===== src/rtl/seg7_capture.sv =====
// Captures the digit codes shown on a multiplexed active-low 7-segment bus once
// each digit's pattern has been stable for STABLE_CYCLES registered samples.
module seg7_capture #(
    parameter int unsigned STABLE_CYCLES = 4
) (
    input  logic        clk,
    input  logic        rst,
    input  logic [7:0]  SEG,
    input  logic [3:0]  BITS,
    output logic [15:0] value,
    output logic [3:0]  dp,
    output logic [3:0]  digit_valid,
    output logic        frame_valid,
    output logic        err,
    output logic [1:0]  err_digit
);

    typedef enum logic [1:0] {IDLE, TRACK, HELD} state_t;

    localparam logic [3:0] STABLE = 4'(STABLE_CYCLES);

    state_t     state, state_next;
    logic [3:0] count, count_next, count_inc;
    logic [7:0] seg_q, prev_seg;
    logic [3:0] bits_q, prev_bits;
    logic [3:0] seen;
    logic       selected, same, capture;
    logic [1:0] sel_idx;
    logic [6:0] pattern;
    logic [3:0] code;
    logic       known, blank;
    logic [3:0] seen_add;

    always_comb begin
        selected = 1'b1;
        sel_idx  = 2'd0;
        unique case (bits_q)
            4'b1110: sel_idx = 2'd0;
            4'b1101: sel_idx = 2'd1;
            4'b1011: sel_idx = 2'd2;
            4'b0111: sel_idx = 2'd3;
            default: selected = 1'b0;
        endcase
    end

    assign same      = (seg_q == prev_seg) && (bits_q == prev_bits);
    assign count_inc = (count == STABLE) ? count : count + 4'd1;

    always_ff @(posedge clk) begin
        if (rst) begin
            state <= IDLE;
            count <= '0;
        end else begin
            state <= state_next;
            count <= count_next;
        end
    end

    always_comb begin
        state_next = state;
        count_next = count;
        if (!selected) begin
            state_next = IDLE;
            count_next = '0;
        end else begin
            unique case (state)
                IDLE: begin
                    state_next = TRACK;
                    count_next = 4'd1;
                end
                TRACK: begin
                    if (same) begin
                        count_next = count_inc;
                        if (count_inc == STABLE) state_next = HELD;
                    end else begin
                        count_next = 4'd1;
                    end
                end
                HELD: begin
                    if (!same) begin
                        state_next = TRACK;
                        count_next = 4'd1;
                    end
                end
                default: begin
                    state_next = IDLE;
                    count_next = '0;
                end
            endcase
        end
    end

    always_comb begin
        capture = (state == TRACK) && selected && same && (count_inc == STABLE);
    end

    // Segment bus is active-low; dp is excluded from the lookup.
    assign pattern = ~seg_q[6:0];
    assign blank   = (pattern == 7'h00);

    always_comb begin
        known = 1'b1;
        code  = 4'h0;
        unique case (pattern)
            7'h3F: code = 4'h0;
            7'h06: code = 4'h1;
            7'h5B: code = 4'h2;
            7'h4F: code = 4'h3;
            7'h66: code = 4'h4;
            7'h6D: code = 4'h5;
            7'h7D: code = 4'h6;
            7'h07: code = 4'h7;
            7'h7F: code = 4'h8;
            7'h6F: code = 4'h9;
            7'h77: code = 4'hA;
            7'h7C: code = 4'hB;
            7'h39: code = 4'hC;
            7'h5E: code = 4'hD;
            7'h79: code = 4'hE;
            7'h71: code = 4'hF;
            default: known = 1'b0;
        endcase
    end

    assign seen_add = (capture && (known || blank)) ? (4'b0001 << sel_idx) : 4'b0000;

    always_ff @(posedge clk) begin
        if (rst) begin
            seg_q       <= '1;
            bits_q      <= '1;
            prev_seg    <= '1;
            prev_bits   <= '1;
            seen        <= '0;
            value       <= '0;
            dp          <= '0;
            digit_valid <= '0;
            frame_valid <= 1'b0;
            err         <= 1'b0;
            err_digit   <= '0;
        end else begin
            seg_q     <= SEG;
            bits_q    <= BITS;
            prev_seg  <= seg_q;
            prev_bits <= bits_q;
            err       <= 1'b0;
            // A full mask completes the frame one edge later; a capture on that
            // edge lands in the freshly cleared mask.
            if (seen == 4'hF) begin
                frame_valid <= 1'b1;
                seen        <= seen_add;
            end else begin
                frame_valid <= 1'b0;
                seen        <= seen | seen_add;
            end
            if (capture) begin
                if (known) begin
                    value[{sel_idx, 2'b00} +: 4] <= code;
                    dp[sel_idx]                  <= ~seg_q[7];
                    digit_valid[sel_idx]         <= 1'b1;
                end else if (blank) begin
                    value[{sel_idx, 2'b00} +: 4] <= 4'h0;
                    dp[sel_idx]                  <= ~seg_q[7];
                    digit_valid[sel_idx]         <= 1'b0;
                end else begin
                    digit_valid[sel_idx] <= 1'b0;
                    err                  <= 1'b1;
                    err_digit            <= sel_idx;
                end
            end
        end
    end

endmodule


===== config.mk =====
export PLATFORM = sky130hd
export DESIGN_NAME = seg7_capture
export DESIGN_NICKNAME = d
export VERILOG_FILES = /design/src/rtl/seg7_capture.sv
export SDC_FILE = /design/constraint.sdc
export NUM_CORES = 1
export LEC_CHECK = 0
export BUFFER_PORTS_ARGS = -buffer_cell sky130_fd_sc_hd__buf_2
export CAP_MARGIN = 40
export CORE_UTILIZATION = 45
export CTS_BUF_LIST = sky130_fd_sc_hd__clkbuf_2 sky130_fd_sc_hd__clkbuf_4 sky130_fd_sc_hd__clkbuf_8
export CTS_CLUSTER_SIZE = 25
export DETAILED_ROUTE_END_ITERATION = 12
export HOLD_SLACK_MARGIN = 0.06
export PLACE_DENSITY = 0.67
export SLEW_MARGIN = 30
export SYNTH_ARGS = -nofsm -noshare
export SYNTH_HDL_FRONTEND = slang
export SYNTH_SLANG_ARGS = --single-unit
export TNS_END_PERCENT = 100

===== constraint.sdc =====
create_clock -name clk -period 2.4 [get_ports clk]
set_clock_uncertainty 0.2 [all_clocks]
set_input_delay 0 -clock clk [delete_from_list [all_inputs] [get_ports clk]]
set_output_delay 0 -clock clk [all_outputs]
set_load 0.02 [all_outputs]

**Word-level counts from Yosys, hierarchy flattened**

Index checks and enable logic that the tools add are counted.

- Shift-type cells: 4
- $add $sub $neg: 2
- Bitwise logic cells: 10
- Eq/ne operators: 30
- Mux-type cells: 26
- Order comparisons: 2
- Reductions and logical operators: 17

Operator list:

| kind | count |
|---|---|
| == test 7 bit, second input constant | 12 |
| case mux 4 bit (15 select lines) | 1 |
| bitwise mux 16 bit | 2 |
| two-way mux 16 bit | 2 |
| two-way mux 4 bit | 8 |
| == test 4 bit, second input constant | 4 |
| OR reduction 16 bit | 1 |
| variable shift 4 x 6 -> 16 bit, first input constant | 1 |
| variable part select 4 x 6 -> 16 bit | 1 |
| variable part select 4 x 6 -> 16 bit, first input constant | 1 |
| == test 7 x 3 -> 1 bit, second input constant | 2 |
| == test 7 x 6 -> 1 bit, second input constant | 2 |
| == test 4 x 3 -> 1 bit, second input constant | 3 |
| case mux 2 bit (3 select lines) | 2 |
| case mux 4 bit (3 select lines) | 1 |
| == test 8 bit | 1 |
| bitwise OR 4 bit | 2 |
| logical NOT 7 bit | 1 |
| inverter 7 bit | 1 |
| logical AND 1 bit | 6 |
| two-way mux 2 bit | 3 |
| inequality test 2 bit, second input constant | 3 |
| negator 4 -> 6 bit | 1 |
| AND reduction 3 bit | 2 |
| 20 further kinds | 28 |

- Input port bits: 14
- Flip-flop bits (word level): 62
- Word-level logic and storage cells: 104
- Output and inout port bits: 28

**Longest topological paths before layout**

Gate-level depths: netlist (run 1).

- Depth after elaboration: 10
- Mapped depth: 10

**Least setup slack after synthesis (run 1)**

No wires, ideal clock.

- Path kind: register to register
- Start: register count[0]
- End: register (tool-made name)
- Arrival time: 1.932 ns
- Path slack: 0.146 ns
- Clock period less this slack: 2.254 ns
- Stages on the path, launching flop included: 11
- Path through: dfxtp_1 > inv_1 > ha_1 > nor2_1 > a31oi_1 > o31ai_4 > and4_1 > buf_4 > buf_6 > nand2_1 > mux2i_1

RTL lines:

| item | line | text |
|---|---|---|
| from (decl) | 23 | `logic [3:0] count, count_next, count_inc;` |
| from (signal assigned) | 55 | `count <= count_next;` |

**Final worst setup path (run 1)**

- Start: register bits_q[1]
- End: register value[6]

- Longest elaborated chain between the ends: 7
- Elaborated cells between the ends (all ways): 21
- Classes of those cells: 1 x add/sub; 5 x eq/ne; 3 x shift; 6 x mux; 6 x reduce/logical

Ends and longest elaborated chain:

| item | line | text |
|---|---|---|
| from (decl) | 25 | `logic [3:0] bits_q, prev_bits;` |
| from (signal assigned) | 130 | `bits_q <= '1;` |
| from (signal assigned) | 142 | `bits_q <= BITS;` |
| == test 4 x 3 -> 1 bit / == test 4 bit (equally long branches) | 37 | `unique case (bits_q)` |
| case mux 2 bit (3 select lines) / OR reduction 4 bit (equally long branches) | -- |  |
| negator 4 -> 6 bit / two-way mux 1 bit (equally long branches) | 157, 161, 37 |  |
| variable part select 4 x 6 -> 16 bit (tied with other cells) | 161 | `value[{sel_idx, 2'b00} +: 4] <= 4'h0;` |
| bitwise mux 16 bit / logical AND 1 bit (equally long branches) | 161, 94 |  |
| two-way mux 16 bit / logical AND 1 bit (equally long branches) | 160, 94 |  |
| two-way mux 16 bit / AND reduction 2 bit (equally long branches) | -- |  |
| to (signal, indexed assignment) | 157 | `value[{sel_idx, 2'b00} +: 4] <= code;` |
| to (decl) | 10 | `output logic [15:0] value,` |

Several ways; a longest one is shown, not always the timed one. The select of a mux whose other input is x is not followed.
A chain may end at the register's enable or synchronous reset.

==> results of run 1 <==
final timing paths:
kind / startpoint / end / slack [ps] / cells after the start
worst max-delay path: bits_q[1] / value[6] / 70 / 7
worst min-delay path: SEG[5] / seg_q[5] / 170 / 3
worst max register to register: bits_q[1] / value[6] / 70 / 7
worst min register to register: seen[2] / seen[2] / 260 / 2
state kept, by name, summed over array words and instances (netlist names), named ones only:
register and cells:
bits_q 4, count 4, dp 4, err 1
err_digit 2, frame_valid 1, prev_bits 4, prev_seg 8
seen 4, seg_q 8, state 2, value 16
power breakdown:
group | switching (mW) | leakage, nW | internal [mW]
sequential | 0.0346 | 0.504 | 1.05
clock | 0.422 | 0.102 | 0.503
combinational | 0.128 | 1.08 | 0.132
worst max-delay path, cell delays in order, from the launching register on:
cell and delay, ps:
dfxtp_1 400, xor2_1 160, nand3_1 180, ha_1 380
or3b_2 530, nor2_4 150, nand2_1 80, mux2i_1 170
logic make-up (layout without fill, tap and decap cells):
kind of cell    Yosys count  after routing  share of synthesized area [%]
flops                    62             62                           37.9
buf+inv                  29            109                           5.04
compound gates           57             57                           14.3
fa+ha+maj                 9              9                           3.44
simple gates            150            150                           29.0
mux                      20             20                           6.11
xor+xnor                 15             15                           4.24
per-layer routing:
| layer | vias to the layer above | GRT usage [%] | part of all wire [%] |
|---|---|---|---|
| met3 | 11 | 5.21 | 4.0 |
| li1 | 1353 | - | - |
| met5 | - | 0 | 0 |
| met4 | 0 | 8.05 | 1.4 |
| met1 | 1268 | 26.0 | 47 |
| met2 | 56 | 32.7 | 47 |
timing repair:
action                     CTS  global route
buffers inserted             0             5
pin swaps                    0             3
hold buffers                13             0
gates resized for setup      5             9
setup endpoints to repair   11            21
hold endpoints to repair    31             0
cell usage in the layout (no fill, tap or decap), types with 6 or more instances in the layout:
| master | Yosys | routed |
|---|---|---|
| mux2i_1 | 20 | 20 |
| xnor2_1 | 12 | 12 |
| buf_4 | 2 | 31 |
| nand2b_1 | 26 | 26 |
| dlygate4sd3_1 | 0 | 13 |
| nor2_1 | 13 | 11 |
| o21ai_0 | 6 | 6 |
| ha_1 | 9 | 9 |
| nand3_1 | 7 | 7 |
| a21oi_1 | 16 | 16 |
| clkbuf_8 | 0 | 10 |
| dfxtp_2 | 0 | 8 |
| nand4_1 | 13 | 13 |
| dfxtp_1 | 62 | 54 |
| or2_2 | 24 | 24 |
| inv_1 | 7 | 7 |
| buf_2 | 6 | 41 |
| nand2_1 | 25 | 25 |
cell type report:
type,count,area (um^2)
sequential,62,1250
timing repair buffer,86,588
inverter,7,26.3
fill,635,2830
clock inverter,6,61.3
clock buffer,10,138
tap,96,120
multi-input combinational,251,1890
metrics by stage:
| step | cells | worst slack [ps] | utilization [%] | instance area [um^2] | hold slack [ps] |
|---|---|---|---|---|---|
| after floorplan | 342 | 146 | - | 3270 | -96.2 |
| after global placement | 484 | 20.0 | 53.2 | 3680 | -18.5 |
| after detailed placement | 484 | -105 | 53.2 | 3680 | -15.2 |
| after CTS | 513 | 13.4 | 58.2 | 4020 | 155 |
| after global routing | 518 | -33.2 | 59.0 | 4080 | 158 |
| final | 518 | 72.4 | 59.0 | 4080 | 167 |
==> impl_metrics.ini, run 1 <==
[critical_path]
worstPathArrival_ps = 2400
path_class = flip-flop to flip-flop
end_kind = flip-flop
required_ps = 2470
critical_path.max_fanout = 4
critPathLaunchType = flip-flop

[synthesis]
ys_types = 67
synth_seq_cells = 62
yosysMostFrequentCell = dfxtp_1
synth_edf_count = 0
synth_warnings = 0
async_flop_share_pct = 0
synth_top_area_share_pct = 37.9
yosys.area.top_type = dfxtp_1
ys_seq_area_share_pct = 37.9
netlist_instances = 342
syn_nets = 365
dominantRegCellSynth = dfxtp_1
syn-cell-area_um2 = 3270
synth.avg_cell_area_um2 = 9.57
synth_area_leaders = dfxtp_1 (38%), mux2i_1 (6.1%), nand2b_1 (5.0%), or2_2 (4.6%), ha_1 (3.4%)
synthTopCellsByCount = dfxtp_1 (62), nand2b_1 (26), nand2_1 (25)

[grt]
grt_pass1_vias = 2547
grtUsageTotal_pct = 20.3
grt_max_degree = 59
grt_first_pass_wirelength_um = 11800
antenna_found_initial = 0
grt.overflow.total = 0

[cells_and_area]
antenna_cells = 0
area_growth_pct = 24.5
fin_nets = 440
drive_above_1_share_pct = 36.7

[floorplan]
pin_count = 42
rows = 30
dieArea_um2 = 7620
die_w_um = 87.3
die_h_um = 87.3
coreArea_um2 = 6910
initial_core_util_pct = 47.4

[run_status]
status = complete, no violations

[clock_network]
cts_buffers = 9
root_buffer = clkbuf_8
cts_tree = built
htree_levels = 3
clk_latency_ps = 350
path_clk_slew_ps = 70
clock_sinks = 62
clock_path_buffers = 2

[detailed_routing]
wl_um = 7040
avgViaCountPerCell = 5.19
detail_route.wl_per_cell_um = 13.6
ant_nets = 0
first_pass_iters = 4
num_vias = 2688
drt_iter0_markers = 125
drcViolationCount = 0

[power]
finalPower_mw = 2.27
ir_worst_vdd_uv = 255
p_per_area_nw_per_um2 = 558
p_leak_nw = 1.69

[placed_design]
io_buffers = 41
hpwl_um = 4940
place_congestion = 0.816

[sta]
relSlewSlack_pct = 64.1
final.setup.tns_ps = 0
worstMarginPinSlew_ps = 530
setup_viol_count_final = 0
finalHoldViolations = 0
drv_slew = 0
fin_crit_sh_pct = 97.0
fmax_mhz = 430
rsz0062_at_grt = yes
fin_crit_ps = 2330

[hold_path]
min_path_type = primary input to flip-flop

[flow_run]
max_cap_violations = 0
No activity file was read; power rests on OpenSTA's default activity.
==> run 2, diff against run 1 <==
--- a/config.mk
+++ b/config.mk
@@ -9,10 +9,9 @@
 export CAP_MARGIN = 40
 export CORE_UTILIZATION = 45
 export CTS_BUF_LIST = sky130_fd_sc_hd__clkbuf_2 sky130_fd_sc_hd__clkbuf_4 sky130_fd_sc_hd__clkbuf_8
-export CTS_CLUSTER_SIZE = 25
+export CTS_CLUSTER_SIZE = 12
 export DETAILED_ROUTE_END_ITERATION = 12
 export HOLD_SLACK_MARGIN = 0.06
-export PLACE_DENSITY = 0.67
 export SLEW_MARGIN = 30
 export SYNTH_ARGS = -nofsm -noshare
 export SYNTH_HDL_FRONTEND = slang
==> constraint.sdc (replaced) <==
create_clock -name clk -period 2.3 [get_ports clk]
set_clock_uncertainty 0.2 [all_clocks]
set_input_delay 0 -clock clk [delete_from_list [all_inputs] [get_ports clk]]
set_output_delay 0 -clock clk [all_outputs]
set_load 0.02 [all_outputs]
==> run 2 against run 1 <==
  * Core utilization is 6.1 points higher
  * Register-to-register slack worse by 60 ps
  * Non-clock buffer count is 25 higher
  * Via count is 4.0% higher
  * Cell area is 10% higher
  * Global-route usage is 1.4 points higher
  * Setup slack worse by 61 ps
  * Largest power group unchanged
  * Highest routed layer unchanged
==> impl_metrics.ini, run 2 (synthesis gave the netlist of run 1 again) <==
[sta]
fin_crit_sh_pct = 99.5
fmax_mhz = 437
worstMarginPinSlew_ps = 525
fin_crit_ps = 2290
finalWorstSetupSlack_ps = 11.4
setup_viol_count_final = 0
rsz0062_at_grt = yes
drv_slew = 0
whs_ps = 259
relSlewSlack_pct = 64.4
finalHoldViolations = 0

[run_status]
status = complete, no violations

[clock_network]
path_clk_slew_ps = 70
clk_latency_ps = 340
cts_tree = built
cts_buffers = 9
clock_path_buffers = 2
root_buffer = clkbuf_8
htree_levels = 3
clock_sinks = 62

[cells_and_area]
largest_reg_flops = 16
stdcell_area_um2 = 4490
reg.largest.list = value x16, prev_seg x8, seg_q x8
fin_nets = 465
layout_commonest_cell = dfxtp_1
drive_above_1_share_pct = 41.6
final_cell_mix = dfxtp_1 (50), buf_2 (41), buf_4 (40), nand2b_1 (26)
regMostFlops = value
antenna_cells = 0
area_growth_pct = 37.2

[placed_design]
place_area_um2 = 3800
hpwl_um = 5320
place_congestion = 0.900
io_buffers = 41
dpl_worst_slack_ps = -75.3

[critical_path]
worstPathCellList = buf_4 -> xnor2_2 -> nand4_2 -> buf_4 -> nor3_4 -> and4_4 -> buf_12 -> o211ai_4 -> mux2i_1
path_class = flip-flop to flip-flop
r2r_cells = 9
critPathSlowestCell = dfxtp_2
required_ps = 2360
regToRegSetupSlack_ps = 10
critPathLaunchType = flip-flop
critical_path.most_common_cell = buf_4
rr_startpoint = seg_q[4]
r2r_end = value[15]
path_buf_inv = 3
worstPathArrival_ps = 2350
end_kind = flip-flop
critical-path-top-delay-family = simple AND/OR/NAND/NOR gates
critical_path.max_fanout = 14
cpPeakStageDelay_ps = 340

[power]
p_leak_nw = 1.83
p_per_area_nw_per_um2 = 574
ir_worst_vdd_uv = 369

[detailed_routing]
ant_nets = 0
detail_route.wl_per_cell_um = 14.4
avgViaCountPerCell = 5.15
drt_iter0_markers = 128
wl_um = 7800
drcViolationCount = 0
first_pass_iters = 5
num_vias = 2795

[flow_run]
max_cap_violations = 0

[hold_path]
holdPathEnd = seen[2]
min_path_type = flip-flop to flip-flop
hold_depth = 2
worstHoldStart = seen[2]

[floorplan]
rows = 30
die_h_um = 87.3
coreArea_um2 = 6910
pin_count = 42
initial_core_util_pct = 47.4
die_w_um = 87.3
dieArea_um2 = 7620

[grt]
grt_max_degree = 33
grtUsageTotal_pct = 21.7
grt_first_pass_wirelength_um = 12700
antenna_found_initial = 0
grt.overflow.total = 0
grt_pass1_vias = 2680
[run 2: repair_timing]
action | CTS | global route
endpoints found under the setup margin | 14 | 26
gates resized for setup | 7 | 34
endpoints found under the hold margin | 24 | 0
hold buffers | 25 | 0
setup buffers | 3 | 2
pin swaps | 4 | 8
[run 2: power by group]
| part | internal (mW) | switching, mW | leakage [nW] |
|---|---|---|---|
| logic | 0.177 | 0.166 | 1.21 |
| clock network | 0.669 | 0.440 | 0.116 |
| registers | 1.10 | 0.0301 | 0.505 |
[run 2: worst max-delay path by stage]
stage / from / to / slack (ps) / depth (start not counted)
floorplan: count[0] / flip-flop / 50 / 10
global placement: seg_q[5] / value[15] / -60 / 6
detailed placement: bits_q[3] / value[7] / -80 / 7
CTS: seg_q[0] / value[0] / 7 / 8
global route: seg_q[1] / value[15] / -120 / 8
finish: seg_q[4] / value[15] / 10 / 9
[run 2: final cells by class]
type / instances / area (um^2)
repair buffers: 111 / 838
flip-flops and latches: 62 / 1260
well taps: 96 / 120
multi-input cells: 251 / 2010
inverters: 7 / 26.3
fillers: 602 / 2410
clock inverters: 5 / 81.3
clock buffers: 11 / 151
[run 2: stage by stage]
step | TNS (ps) | instances | power [mW] | utilization, %
CTS | 0 | 541 | 2.56 | 62.8
detailed placement | -311 | 497 | 1.42 | 55.0
global placement | -450 | 497 | 1.42 | 55.0
global route | -569 | 543 | 2.68 | 65.1
floorplan | 0 | 342 | 1.32 | -
finish | 0 | 543 | 2.58 | 65.1
[run 2: per-layer routing]
layer / global-route usage (%) / part of all wire, %
met1: 27.8 / 47
met2: 35.9 / 49
met3: 4.93 / 2.9
met4: 7.15 / 1.1
met5: 0 / 0
[run 2: tightest hold or removal path, stage by stage (launching register included)]
cell	delay [ps]
dfxtp_1	310
nand2_1	50
a21oi_1	50
==> run 3, diff against run 2 <==
--- a/config.mk
+++ b/config.mk
@@ -7,11 +7,14 @@
 export LEC_CHECK = 0
 export BUFFER_PORTS_ARGS = -buffer_cell sky130_fd_sc_hd__buf_2
 export CAP_MARGIN = 40
+export CELL_PAD_IN_SITES_DETAIL_PLACEMENT = 1
+export CELL_PAD_IN_SITES_GLOBAL_PLACEMENT = 1
 export CORE_UTILIZATION = 45
 export CTS_BUF_LIST = sky130_fd_sc_hd__clkbuf_2 sky130_fd_sc_hd__clkbuf_4 sky130_fd_sc_hd__clkbuf_8
 export CTS_CLUSTER_SIZE = 12
 export DETAILED_ROUTE_END_ITERATION = 12
 export HOLD_SLACK_MARGIN = 0.06
+export PLACE_DENSITY_LB_ADDON = 0.1
 export SLEW_MARGIN = 30
 export SYNTH_ARGS = -nofsm -noshare
 export SYNTH_HDL_FRONTEND = slang
==> run 3 against run 2 <==
  * The flow now finishes with violations (negative setup slack)
  * Routed wire length up 29%
  * Count of clock-buffer cells in the layout grew 2
  * Largest cell class unchanged
  * Critical path type unchanged
  * Clock power decreased by 7%
  * Global-route usage increased by 4.3 points
  * Die area is the same
  * Via count increased by 3.7%
  * Register-to-register slack lost 50 ps
  * Core utilization shrank 1.4 points
  * Sequential cell count stayed put
==> impl_metrics.ini, run 3 (synthesis gave the netlist of run 1 again) <==
[run_status]
status = complete, but fails checks
violations = negative setup slack

[floorplan]
initial_core_util_pct = 47.4
rows = 30
coreArea_um2 = 6910
die_w_um = 87.3
dieArea_um2 = 7620
pin_count = 42
die_h_um = 87.3

[power]
p_per_area_nw_per_um2 = 572
finalPower_mw = 2.51
p_leak_nw = 1.79
ir_worst_vdd_uv = 403

[critical_path]
critPathSlowestCell = dfxtp_2
r2r_cells = 6
required_ps = 2390
critical_path.max_fanout = 11
critical-path-top-delay-family = compound AO/OA/AOI/OAI gates
critPathLaunchType = flip-flop
end_kind = flip-flop
cpPeakStageDelay_ps = 390
path_buf_inv = 0
rr_startpoint = seg_q[2]
path_class = flip-flop to flip-flop
r2r_end = value[14]
worstPathCellList = and2_4 -> a32oi_1 -> a21boi_2 -> nand4_4 -> o211ai_4 -> mux2i_1
worstPathArrival_ps = 2420
regToRegSetupSlack_ps = -40

[grt]
antenna_found_initial = 0
grtUsageTotal_pct = 26.0
grt_first_pass_wirelength_um = 14800
grt.overflow.total = 0
grt_pass1_vias = 2983
grt_max_degree = 47

[detailed_routing]
num_vias = 2898
wl_um = 10100
drt_iter0_markers = 98
detail_route.wl_per_cell_um = 18.9
drcViolationCount = 0
avgViaCountPerCell = 5.43
first_pass_iters = 4
ant_nets = 0

[clock_network]
root_buffer = clkbuf_8
cts_tree = built
clock_path_buffers = 2
path_clk_slew_ps = 80
clock_sinks = 62
clk_latency_ps = 350
htree_levels = 3
cts_buffers = 9

[sta]
worstMarginPinSlew_ps = 706
relSlewSlack_pct = 52.3
rsz0062_at_grt = yes
fin_crit_ps = 2340
drv_slew = 0
fmax_mhz = 428
fin_crit_sh_pct = 102
finalWorstSetupSlack_ps = -35.1
whs_ps = 158
setup_viol_count_final = 4
finalHoldViolations = 0
final.setup.tns_ps = -78.1

[cells_and_area]
largest_reg_flops = 16
drive_above_1_share_pct = 43.6
stdcell_area_um2 = 4390
fin_nets = 456
antenna_cells = 0
area_growth_pct = 34.2
regMostFlops = value
reg.largest.list = value x16, prev_seg x8, seg_q x8
final_cell_mix = dfxtp_1 (51), buf_2 (41), buf_4 (39), nand2b_1 (26), nand2_1 (25)
layout_commonest_cell = dfxtp_1

[hold_path]
worstHoldStart = SEG[5]
min_path_type = primary input to flip-flop
holdPathEnd = seg_q[5]
hold_depth = 3

[placed_design]
io_buffers = 41
place_congestion = 0.886
place_area_um2 = 3840
hpwl_um = 6170

[flow_run]
max_cap_violations = 0
run 3: worst max-delay path by stage:
stage                     startpoint         to  slack [ps]  cells past startpoint
after floorplan             count[0]  flip-flop          50                     10
after global routing        seg_q[2]  value[15]        -140                      6
after detailed placement   bits_q[3]  value[11]         -60                      7
after global placement     bits_q[3]   value[7]           1                      7
after CTS                  bits_q[2]   value[0]         0.3                      8
final                       seg_q[2]  value[14]         -40                      6
run 3: area by class of cell:
class	count	area, um^2
clock inverter	3	42.5
clock buffer	13	166
sequential	62	1260
fill	806	2510
timing repair buffer	102	756
inverter	7	26.3
multi-input combinational	251	2020
tap	96	120
run 3: report_power, final:
group	leakage (nW)	total (mW)	internal [mW]	switching [mW]
combinational	1.18	0.359	0.177	0.183
sequential	0.506	1.13	1.10	0.0301
clock	0.106	1.03	0.583	0.447
total	1.79	2.51	1.85	0.660
run 3: repair_timing:
| action | in CTS | in global routing |
|---|---|---|
| buffers inserted | 0 | 3 |
| setup endpoints to repair | 12 | 26 |
| gates resized for setup | 11 | 43 |
| hold buffers | 13 | 0 |
| pin swaps | 0 | 18 |
| hold endpoints to repair | 27 | 0 |
run 3: routing by layer:
metal  vias to the layer above  wire length, um  track usage, %
li1                       1386                -               -
met1                      1429             4330            31.1
met2                        57             5170            44.5
met3                        26              289            5.78
met4                         0              312            11.3
met5                         -                0               0
run 3: per-stage QoR:
stage	cells	util, %	worst slack [ps]
final	534	63.6	-35.1
after global routing	534	63.6	-139
after CTS	531	60.9	0.310
after detailed placement	502	55.5	-63.2
after global placement	502	55.5	1.25
after floorplan	342	-	46.5
run 3: worst reg2reg max path: stages (launching register included):
cell	delay (ps)
dfxtp_2	390
and2_4	190
a32oi_1	300
a21boi_2	360
nand4_4	210
o211ai_4	380
mux2i_1	240
